--- config.mk ---
export PLATFORM = sky130hd
export DESIGN_NAME = bldc_pwm_commutator
export DESIGN_NICKNAME = d
export VERILOG_FILES = /design/src/rtl/bldc_pkg.sv /design/src/rtl/bldc_pwm_commutator_hall_sync_filter.sv /design/src/rtl/bldc_pwm_commutator.sv
export SDC_FILE = /design/constraint.sdc
export NUM_CORES = 1
export LEC_CHECK = 0
export ABC_AREA = 1
export CAP_MARGIN = 20
export CORE_MARGIN = 10
export CORE_UTILIZATION = 54
export CTS_CLUSTER_DIAMETER = 120
export DETAILED_ROUTE_END_ITERATION = 10
export GPL_TIMING_DRIVEN = 0
export HOLD_SLACK_MARGIN = 0.08
export PLACE_DENSITY = 0.79
export SYNTH_ARGS = -nofsm -noshare
export SYNTH_HDL_FRONTEND = slang
export SYNTH_SLANG_ARGS = --single-unit
--- constraint.sdc ---
create_clock -name CLK -period 1.9 [get_ports CLK]
set_clock_uncertainty 0.05 [all_clocks]
set_input_delay 0.57 -clock CLK [delete_from_list [all_inputs] [get_ports CLK]]
set_output_delay 0.57 -clock CLK [all_outputs]
set_load 0.05 [all_outputs]
--- src/rtl/bldc_pkg.sv ---
// Shared constants for the BLDC commutator: Hall codes, phase indices and
// the six-step commutation table.
// Phase indices map directly onto bit positions of the {A,B,C} command buses.
package bldc_pkg;

  localparam logic [2:0] HALL_000 = 3'b000;
  localparam logic [2:0] HALL_001 = 3'b001;
  localparam logic [2:0] HALL_010 = 3'b010;
  localparam logic [2:0] HALL_011 = 3'b011;
  localparam logic [2:0] HALL_100 = 3'b100;
  localparam logic [2:0] HALL_101 = 3'b101;
  localparam logic [2:0] HALL_110 = 3'b110;
  localparam logic [2:0] HALL_111 = 3'b111;

  // A is the MSB of {A,B,C}, so the index doubles as the bit position
  typedef logic [1:0] phase_t;
  localparam phase_t PH_A = 2'd2;
  localparam phase_t PH_B = 2'd1;
  localparam phase_t PH_C = 2'd0;

  typedef struct packed {
    phase_t src;
    phase_t snk;
  } comm_t;

  // Forward-direction {source, sink}, ordered by sector 0..5
  // (Hall 101, 100, 110, 010, 011, 001)
  localparam comm_t COMM_TBL [6] = '{
    '{src: PH_A, snk: PH_B},
    '{src: PH_A, snk: PH_C},
    '{src: PH_B, snk: PH_C},
    '{src: PH_B, snk: PH_A},
    '{src: PH_C, snk: PH_A},
    '{src: PH_C, snk: PH_B}
  };

  function automatic logic hall_invalid(input logic [2:0] code);
    return (code == HALL_000) || (code == HALL_111);
  endfunction

  // Invalid codes map to sector 0; callers gate on hall_invalid separately
  function automatic logic [2:0] hall_sector(input logic [2:0] code);
    case (code)
      HALL_101: return 3'd0;
      HALL_100: return 3'd1;
      HALL_110: return 3'd2;
      HALL_010: return 3'd3;
      HALL_011: return 3'd4;
      HALL_001: return 3'd5;
      default:  return 3'd0;
    endcase
  endfunction

endpackage

--- src/rtl/bldc_pwm_commutator_hall_sync_filter.sv ---
// Hall input synchronizer plus FILT_N-sample agreement filter.
// Latency: 2 sync cycles + FILT_N filter cycles from raw change to code.
// No backpressure: new_code is a single-cycle strobe on every accepted change.
module hall_sync_filter #(
  parameter int FILT_N = 2
) (
  input  logic       clk,
  input  logic       rst_n,
  input  logic [2:0] hall_raw,
  output logic [2:0] code,
  output logic       new_code
);

  localparam logic [2:0] FILT_L = 3'(FILT_N);

  logic [2:0] sync1, sync2, cand;
  logic [2:0] run, run_nxt;
  logic       accept;

  // Two-flop synchronizer for the asynchronous Hall lines
  always_ff @(posedge clk or negedge rst_n) begin
    if (!rst_n) begin
      sync1 <= 3'b000;
      sync2 <= 3'b000;
    end else begin
      sync1 <= hall_raw;
      sync2 <= sync1;
    end
  end

  // Count consecutive identical samples; any difference restarts the run at 1
  always_comb begin
    run_nxt = 3'd1;
    if (sync2 == cand) begin
      run_nxt = (run == 3'd4) ? run : run + 3'd1;
    end
    accept = (run_nxt >= FILT_L) && (sync2 != code);
  end

  // Filter state and accepted-code register
  always_ff @(posedge clk or negedge rst_n) begin
    if (!rst_n) begin
      cand     <= 3'b000;
      run      <= 3'd0;
      code     <= 3'b000;
      new_code <= 1'b0;
    end else begin
      cand     <= sync2;
      run      <= run_nxt;
      new_code <= accept;
      if (accept) begin
        code <= sync2;
      end
    end
  end

endmodule

--- src/rtl/bldc_pwm_commutator.sv ---
// Six-step BLDC commutator with edge-aligned PWM carrier and shadowed duty/period.
// Latency: registered outputs, Hall-to-switch 3+FILT_N cycles, EN-to-off 1 cycle.
// No backpressure: free-running, feeds the dead-time stage every cycle.
module bldc_pwm_commutator
  import bldc_pkg::*;
#(
  parameter int CNT_W  = 8,
  parameter int FILT_N = 2
) (
  input  logic             CLK,
  input  logic             RSTn,
  input  logic             EN,
  input  logic             DIR,
  input  logic [CNT_W-1:0] DUTY,
  input  logic [CNT_W-1:0] PERIOD,
  input  logic [2:0]       HALL,
  output logic [2:0]       HS,
  output logic [2:0]       LS,
  output logic             SYNC,
  output logic             HALL_ERR
);

  logic [CNT_W-1:0] cnt, duty_sh, per_sh;
  logic [2:0]       hall_q;
  logic             new_code;
  logic             wrap, pwm_on, err_nxt;
  comm_t            ent;
  phase_t           src, snk;
  logic [2:0]       hs_nxt, ls_nxt;

  hall_sync_filter #(.FILT_N(FILT_N)) u_hall (
    .clk      (CLK),
    .rst_n    (RSTn),
    .hall_raw (HALL),
    .code     (hall_q),
    .new_code (new_code)
  );

  // per_sh == 0 makes every cycle a wrap, so cnt stays 0 and SYNC stays high;
  // cnt < duty_sh then reduces to duty_sh != 0
  assign wrap   = (cnt == per_sh);
  assign pwm_on = (cnt < duty_sh);

  // Carrier counter; shadows reload only at wrap or while disabled
  always_ff @(posedge CLK or negedge RSTn) begin
    if (!RSTn) begin
      cnt     <= '0;
      duty_sh <= '0;
      per_sh  <= '0;
    end else if (!EN || wrap) begin
      cnt     <= '0;
      duty_sh <= DUTY;
      per_sh  <= PERIOD;
    end else begin
      cnt <= cnt + 1'b1;
    end
  end

  // Table lookup: reverse swaps source and sink; invalid code or latched error blanks all
  always_comb begin
    hs_nxt  = 3'b000;
    ls_nxt  = 3'b000;
    ent     = COMM_TBL[hall_sector(hall_q)];
    src     = DIR ? ent.snk : ent.src;
    snk     = DIR ? ent.src : ent.snk;
    err_nxt = EN && (HALL_ERR || (new_code && hall_invalid(hall_q)));
    if (EN && !err_nxt && !hall_invalid(hall_q)) begin
      hs_nxt[src] = pwm_on;
      ls_nxt[snk] = 1'b1;
    end
  end

  // Output registers toward the dead-time stage
  always_ff @(posedge CLK or negedge RSTn) begin
    if (!RSTn) begin
      HS       <= 3'b000;
      LS       <= 3'b000;
      SYNC     <= 1'b0;
      HALL_ERR <= 1'b0;
    end else begin
      HS       <= hs_nxt;
      LS       <= ls_nxt;
      SYNC     <= EN && wrap;
      HALL_ERR <= err_nxt;
    end
  end

endmodule

* Word-level counts from Yosys, hierarchy flattened *
Memories as Yosys holds them, arrays and structs flattened.
Cells that the tools add are included.

cells by class
  $add $sub $neg = 2
  magnitude comparators = 7
  equal/unequal tests = 10
  muxes and demuxes = 14
  bitwise gates (word level) = 2
  reduce and logical (&&, ||, !) cells = 15

operators with widths
  operator                                                                      count
  3-bit case mux with 5 select lines                                            1
  3-bit == test, second input constant                                          4
  3-bit 2-to-1 mux                                                              4
  8-bit by 1-bit adder with 8-bit output, second input constant                 1
  8-bit == test                                                                 1
  1-bit logical AND                                                             8
  8-bit less-than comparator                                                    1
  4-bit 2-to-1 mux                                                              2
  8-bit 2-to-1 mux                                                              1
  3-bit by 2-bit == test with 1-bit output, second input constant               2
  2-bit by 3-bit less-than comparator with 1-bit output, second input constant  2
  1-bit demux with 2-bit select                                                 2
  2-bit by 1-bit >= comparator with 1-bit output, second input constant         2
  4-bit >= comparator, second input constant                                    1
  2-bit 2-to-1 mux                                                              2
  3-bit inverter with 4-bit output                                              1
  3-bit by 1-bit adder with 3-bit output, second input constant                 1
  3-bit bitwise AND                                                             1
  3-bit by 1-bit == test with 1-bit output, second input constant               1
  3-bit == test                                                                 1
  3-bit by 2-bit >= comparator with 1-bit output, second input constant         1
  1-bit logical NOT                                                             3
  3-bit logical NOT                                                             1
  1-bit logical OR                                                              3
  other kinds (2)                                                               3

word-level totals
  register bits after elaboration = 48
  ROM bits = 32
  bits of input ports = 23
  output and inout port bits = 8
  word-level logic and storage cells = 64
  memories kept = 1

memory list
  name             words  bits a word  rd ports  clocked after memory_dff  wr ports  line                       text
  (no name shown)  8      4            1         0                         0         bldc_pwm_commutator.sv:63  ent = COMM_TBL[hall_sector(hall_q)];

* Longest topological paths before layout *
  depth in word-level cells = 13
  mapped depth = 10
  mapped depth without buffers = 9

* Cells and area by module *
Synthesis repeated with hierarchy kept, for this count alone.

unflattened totals
  cell total of the unflattened synthesis = 281
  area, all modules = 2392.3 sq um

modules (own cells, without submodules)
  module               instances  cells an instance  area an instance (sq um)  seq. area each (sq um)
  bldc_pwm_commutator  1          213                1691.6                    800.8
  hall_sync_filter     1          68                 700.7                     400.4

* Worst setup path before layout *
No wires, ideal clock.

  path type = register to register
  start = reg HALL_ERR
  end = reg HS[1]
  setup time = 0.071 ns
  arrival = 1.210 ns
  setup slack = 0.569 ns
  stages on the path, launching flop included = 7
  path buffers = 0
  clock period less this slack = 1.331 ns
  path through = dfrtp_1 > inv_1 > nand2_1 > nor2_2 > inv_2 > or2_1 > nor2_1

on the way
  word-level cells in the longest chain between the ends = 6

ends and longest elaborated chain
  element                          line                       text
  start, declared                  bldc_pwm_commutator.sv:20  output logic HALL_ERR
  start signal, assigned           bldc_pwm_commutator.sv:84  HALL_ERR <= err_nxt;
  1-bit logical OR                 bldc_pwm_commutator.sv:66  err_nxt = EN && (HALL_ERR || (new_code && hall_invalid(hall_q)));
  1-bit logical AND                bldc_pwm_commutator.sv:66
  1-bit logical NOT                bldc_pwm_commutator.sv:67  if (EN && !err_nxt && !hall_invalid(hall_q)) begin
  1-bit logical AND (2 in series)  bldc_pwm_commutator.sv:67
  3-bit 2-to-1 mux                 bldc_pwm_commutator.sv:67
  via hs_nxt[1]                    bldc_pwm_commutator.sv:29  logic [2:0] hs_nxt, ls_nxt;
  end signal, assigned             bldc_pwm_commutator.sv:81  HS <= hs_nxt;
  end, declared                    bldc_pwm_commutator.sv:17  output logic [2:0] HS,

The timed path passes the listed nets, and every way through them passes these cells.
A chain may end at the register's enable or synchronous reset.

* Worst setup path in the final report *
  start = reg HALL_ERR
  end = out HALL_ERR

No word-level cell between the ends.

==> summary.md <==
| Metric | Value |
|---|---|
| Core Area | `0.00406 mm²` |
| Fillers | `338` |
| RSZ-0062 raised after global routing | `false` |
| Max Buffers Root-to-Sink | `2` |
| TritonCTS Buffers | `5` |
| Largest net degree at the start of global routing | `28` |
| Routed Antenna Nets | `0` |
| CTS tree | `done` |
| Postcts setup bufs | `0` |
| Worst-Margin Slew | `0.503 ns` |
| Syn Area/Cell | `8.35 µm²` |
| Synth unique cells | `24` |
| Drt wl/cell | `11.8 µm` |
| Bufs and invs on worst path | `1` |
| Multiplexer share of the synthesized area | `0` |
| Total wire length | `4300 µm` |
| Worst path max stage delay | `0.53 ns` |
| Status | `complete, no violations` |
| DIE WIDTH | `85.4 µm` |
| Placed Cells incl. Taps | `358` |
| Placed inst area | `0.00269 mm²` |
| Mapped Area | `0.00231 mm²` |
| RePlAce Congestion | `0.761` |
| Layout cells sized above 1 | `0.0538` |
| Rows | `23` |
| Initial drt markers | `89` |
| Number of global-route vias before repair | `1809` |
| # nets final | `348` |
| Drt via density | `4.92` |
| Layout area overhead | `19.9%` |
| Synth Area in Adders | `0.0541` |
| Max Slew Vio Count | `0` |
| Worst skew pair latency | `0.30 ns` |
| Post-DP HPWL | `3330 µm` |
| Finished Layout Cells | `366` |
| Initial antenna violation count | `0` |
| Buffers on Ports | `30` |
| H-tree levels | `2` |
| Crit path required time | `1.28 ns` |
| Leak Pwr | `0.00147 µW` |
| Slowest CP cell | `dlygate4sd2_1` |
| Xor-xnor portion of the synthesized cell area | `0.0530` |
| Syn_nets | `310` |
| Antenna cell count | `0` |
| Post-synthesis compound-gate area fraction | `0.0455` |
| Setup_tns | `0 ns` |
| Via count | `1800` |
| Final setup viols | `0` |
| Post-route cell area | `0.00277 mm²` |
| TritonRoute pass-1 iters | `4` |
| Critical path, cell by cell | `dlygate4sd2_1` |
| Grt ovf | `0` |
| MaxCap Viol Count | `0` |
| Hold buffers post-CTS | `0` |
| CP Launch Type | `flop` |
| Drt drc | `0` |
| WS Path Type | `reg -> out` |
| Pwr/cell area | `919 mW/mm²` |
| Tcrit/Tclk final | `0.951` |
| Slew headroom | `0.665` |
| Cells after Synth | `277` |
| Critical Path Sink Type | `primary output` |
| Die height | `85.4 µm` |
| Initial core utilization | `0.570` |
| Worst EP arrival | `1.19 ns` |
| Register area share after synthesis | `0.519` |
| First-pass GRT wire length | `7820 µm` |
| Final hold vios | `0` |
| Simple-gate share of the synthesized area | `0.256` |
| Boundary pin count | `31` |
| Critical path's top delay family | `buffers and inverters` |
| Clock sinks | `48` |
| Global-route usage over all layers | `0.128` |
| Critical-path maximum fanout | `2` |
| Largest family of logic cells by synthesized area | `simple AND/OR/NAND/NOR gates` |
| Clk slew on worst S/H paths | `0.09 ns` |
| Die area | `0.00730 mm²` |
| Root Buffer Master | `clkbuf_8` |
| Yosys warns | `0` |
| Worst hold-check path type | `in -> async` |
| #FFs+latches synth | `48` |
| Minimum clock period | `1.81 ns` |
| Fmax | `554 MHz` |
| VDD IR-drop max | `526 µV` |
## cell type report
| type | instances | area, µm² | area share |
|---|---|---|---|
| flip-flops and latches | 48 | 1200 | 0.433 |
| multi-input cells | 189 | 946 | 0.341 |
| repair buffers | 31 | 305 | 0.110 |
| inverters | 34 | 128 | 0.0460 |
| clock buffers | 8 | 90.1 | 0.0325 |
| well taps | 50 | 62.6 | 0.0226 |
| plain buffers | 6 | 38.8 | 0.0140 |
## power breakdown
part / leakage, µW / switching [µW] / internal [µW] / total (µW)
Combinational: 0.000818 / 430 / 257 / 687
Clock: 0.0000455 / 321 / 297 / 618
Sequential: 0.000603 / 99.7 / 1140 / 1240
## logic make-up after synthesis
logic type | Yosys count
XOR/XNOR | 14
AND/OR/NAND/NOR | 146
flip-flops | 48
AO/OA/AOI/OAI | 19
adder cells (fa/ha/maj) | 10
buffers and inverters | 40
## worst register-to-register path, delay by kind of cell, from the launching register on
kind / cells / cell delay [ns]
xor+xnor: 1 / 0.17
flops: 1 / 0.45
simple gates: 6 / 0.57
buf+inv: 1 / 0.25
## stage by stage
step                 util  worst slack, ns  hold WS [ns]  power (µW)
floorplan               -            0.569         0.224        1750
global placement    0.659            -1.11         0.281        1960
detailed placement  0.663           -0.224         0.287        1990
CTS                 0.683           0.0788         0.195        2570
global route        0.683           0.0496         0.212        2720
finish              0.683           0.0935         0.181        2550
## sequential cells by signal (all words and copies together), names as in the netlist
signal / cells
per_sh: 8
cnt: 8
HS: 3
HALL_ERR: 1
duty_sh: 8
u_hall.sync2: 3
u_hall.cand: 3
LS: 3
u_hall.new_code: 1
SYNC: 1
u_hall.run: 3
u_hall.code: 3
u_hall.sync1: 3
## Yosys cell counts
cell | instances | area share
nand2_1 | 92 | 0.15
dfrtp_1 | 48 | 0.52
inv_1 | 32 | 0.052
nand3_1 | 26 | 0.056
nor2_1 | 23 | 0.037
ha_1 | 10 | 0.054
xnor2_1 | 10 | 0.038
a21oi_1 | 5 | 0.011
o21ai_0 | 5 | 0.011
o21ai_1 | 5 | 0.011
xor2_1 | 4 | 0.015
buf_2 | 3 | 0.0065
inv_2 | 2 | 0.0032
or2_1 | 2 | 0.0054
a21boi_0 | 1 | 0.0032
buf_4 | 1 | 0.0032
buf_6 | 1 | 0.0049
clkbuf_1 | 1 | 0.0016
nand3b_1 | 1 | 0.0032
nor2_2 | 1 | 0.0027
nor3_1 | 1 | 0.0022
o211ai_1 | 1 | 0.0032
o21a_1 | 1 | 0.0032
o21bai_1 | 1 | 0.0032
## cells in the final DEF, fill, tap and decap left out, drive strengths merged, types with 2 or more instances in the layout
| master | synthesis | layout |
|---|---|---|
| xor2 | 4 | 4 |
| nand3 | 26 | 26 |
| or2 | 2 | 2 |
| xnor2 | 10 | 10 |
| inv | 34 | 34 |
| o21ai | 10 | 10 |
| buf | 5 | 7 |
| nor2 | 24 | 24 |
| dfrtp | 48 | 48 |
| a21oi | 5 | 5 |
| clkdlybuf4s50 | 0 | 21 |
| dlygate4sd2 | 0 | 8 |
| clkbuf | 1 | 9 |
| nand2 | 92 | 92 |
| ha | 10 | 10 |
## path summary, 6_finish.rpt
check                             endpoint  cells after the start  slack (ns)       startpoint
min in group CLK           u_hall.sync2[2]                      0        0.30  u_hall.sync1[2]
setup / recovery                  HALL_ERR                      1        0.09         HALL_ERR
max in group asynchronous       duty_sh[4]                      2        1.11             RSTn
hold / removal                    HALL_ERR                      1        0.18             RSTn
setup reg to reg                duty_sh[4]                      8        0.34           cnt[0]
hold reg to reg            u_hall.sync2[2]                      0        0.30  u_hall.sync1[2]
## per-layer routing
metal  up-vias  part of all wire  global-route usage
met3         5             0.055              0.0430
met1       834              0.47               0.152
met2        33              0.47               0.212
met5         -                 0                   0
met4         0            0.0077              0.0389
li1        928                 -                   -
## repair_timing
| item | in CTS | in global routing |
|---|---|---|
| resized for setup | 8 | 2 |
| cloned | 0 | 0 |
| setup endpoints to repair | 8 | 10 |
Note: power is estimated with default switching activity, not from simulation.
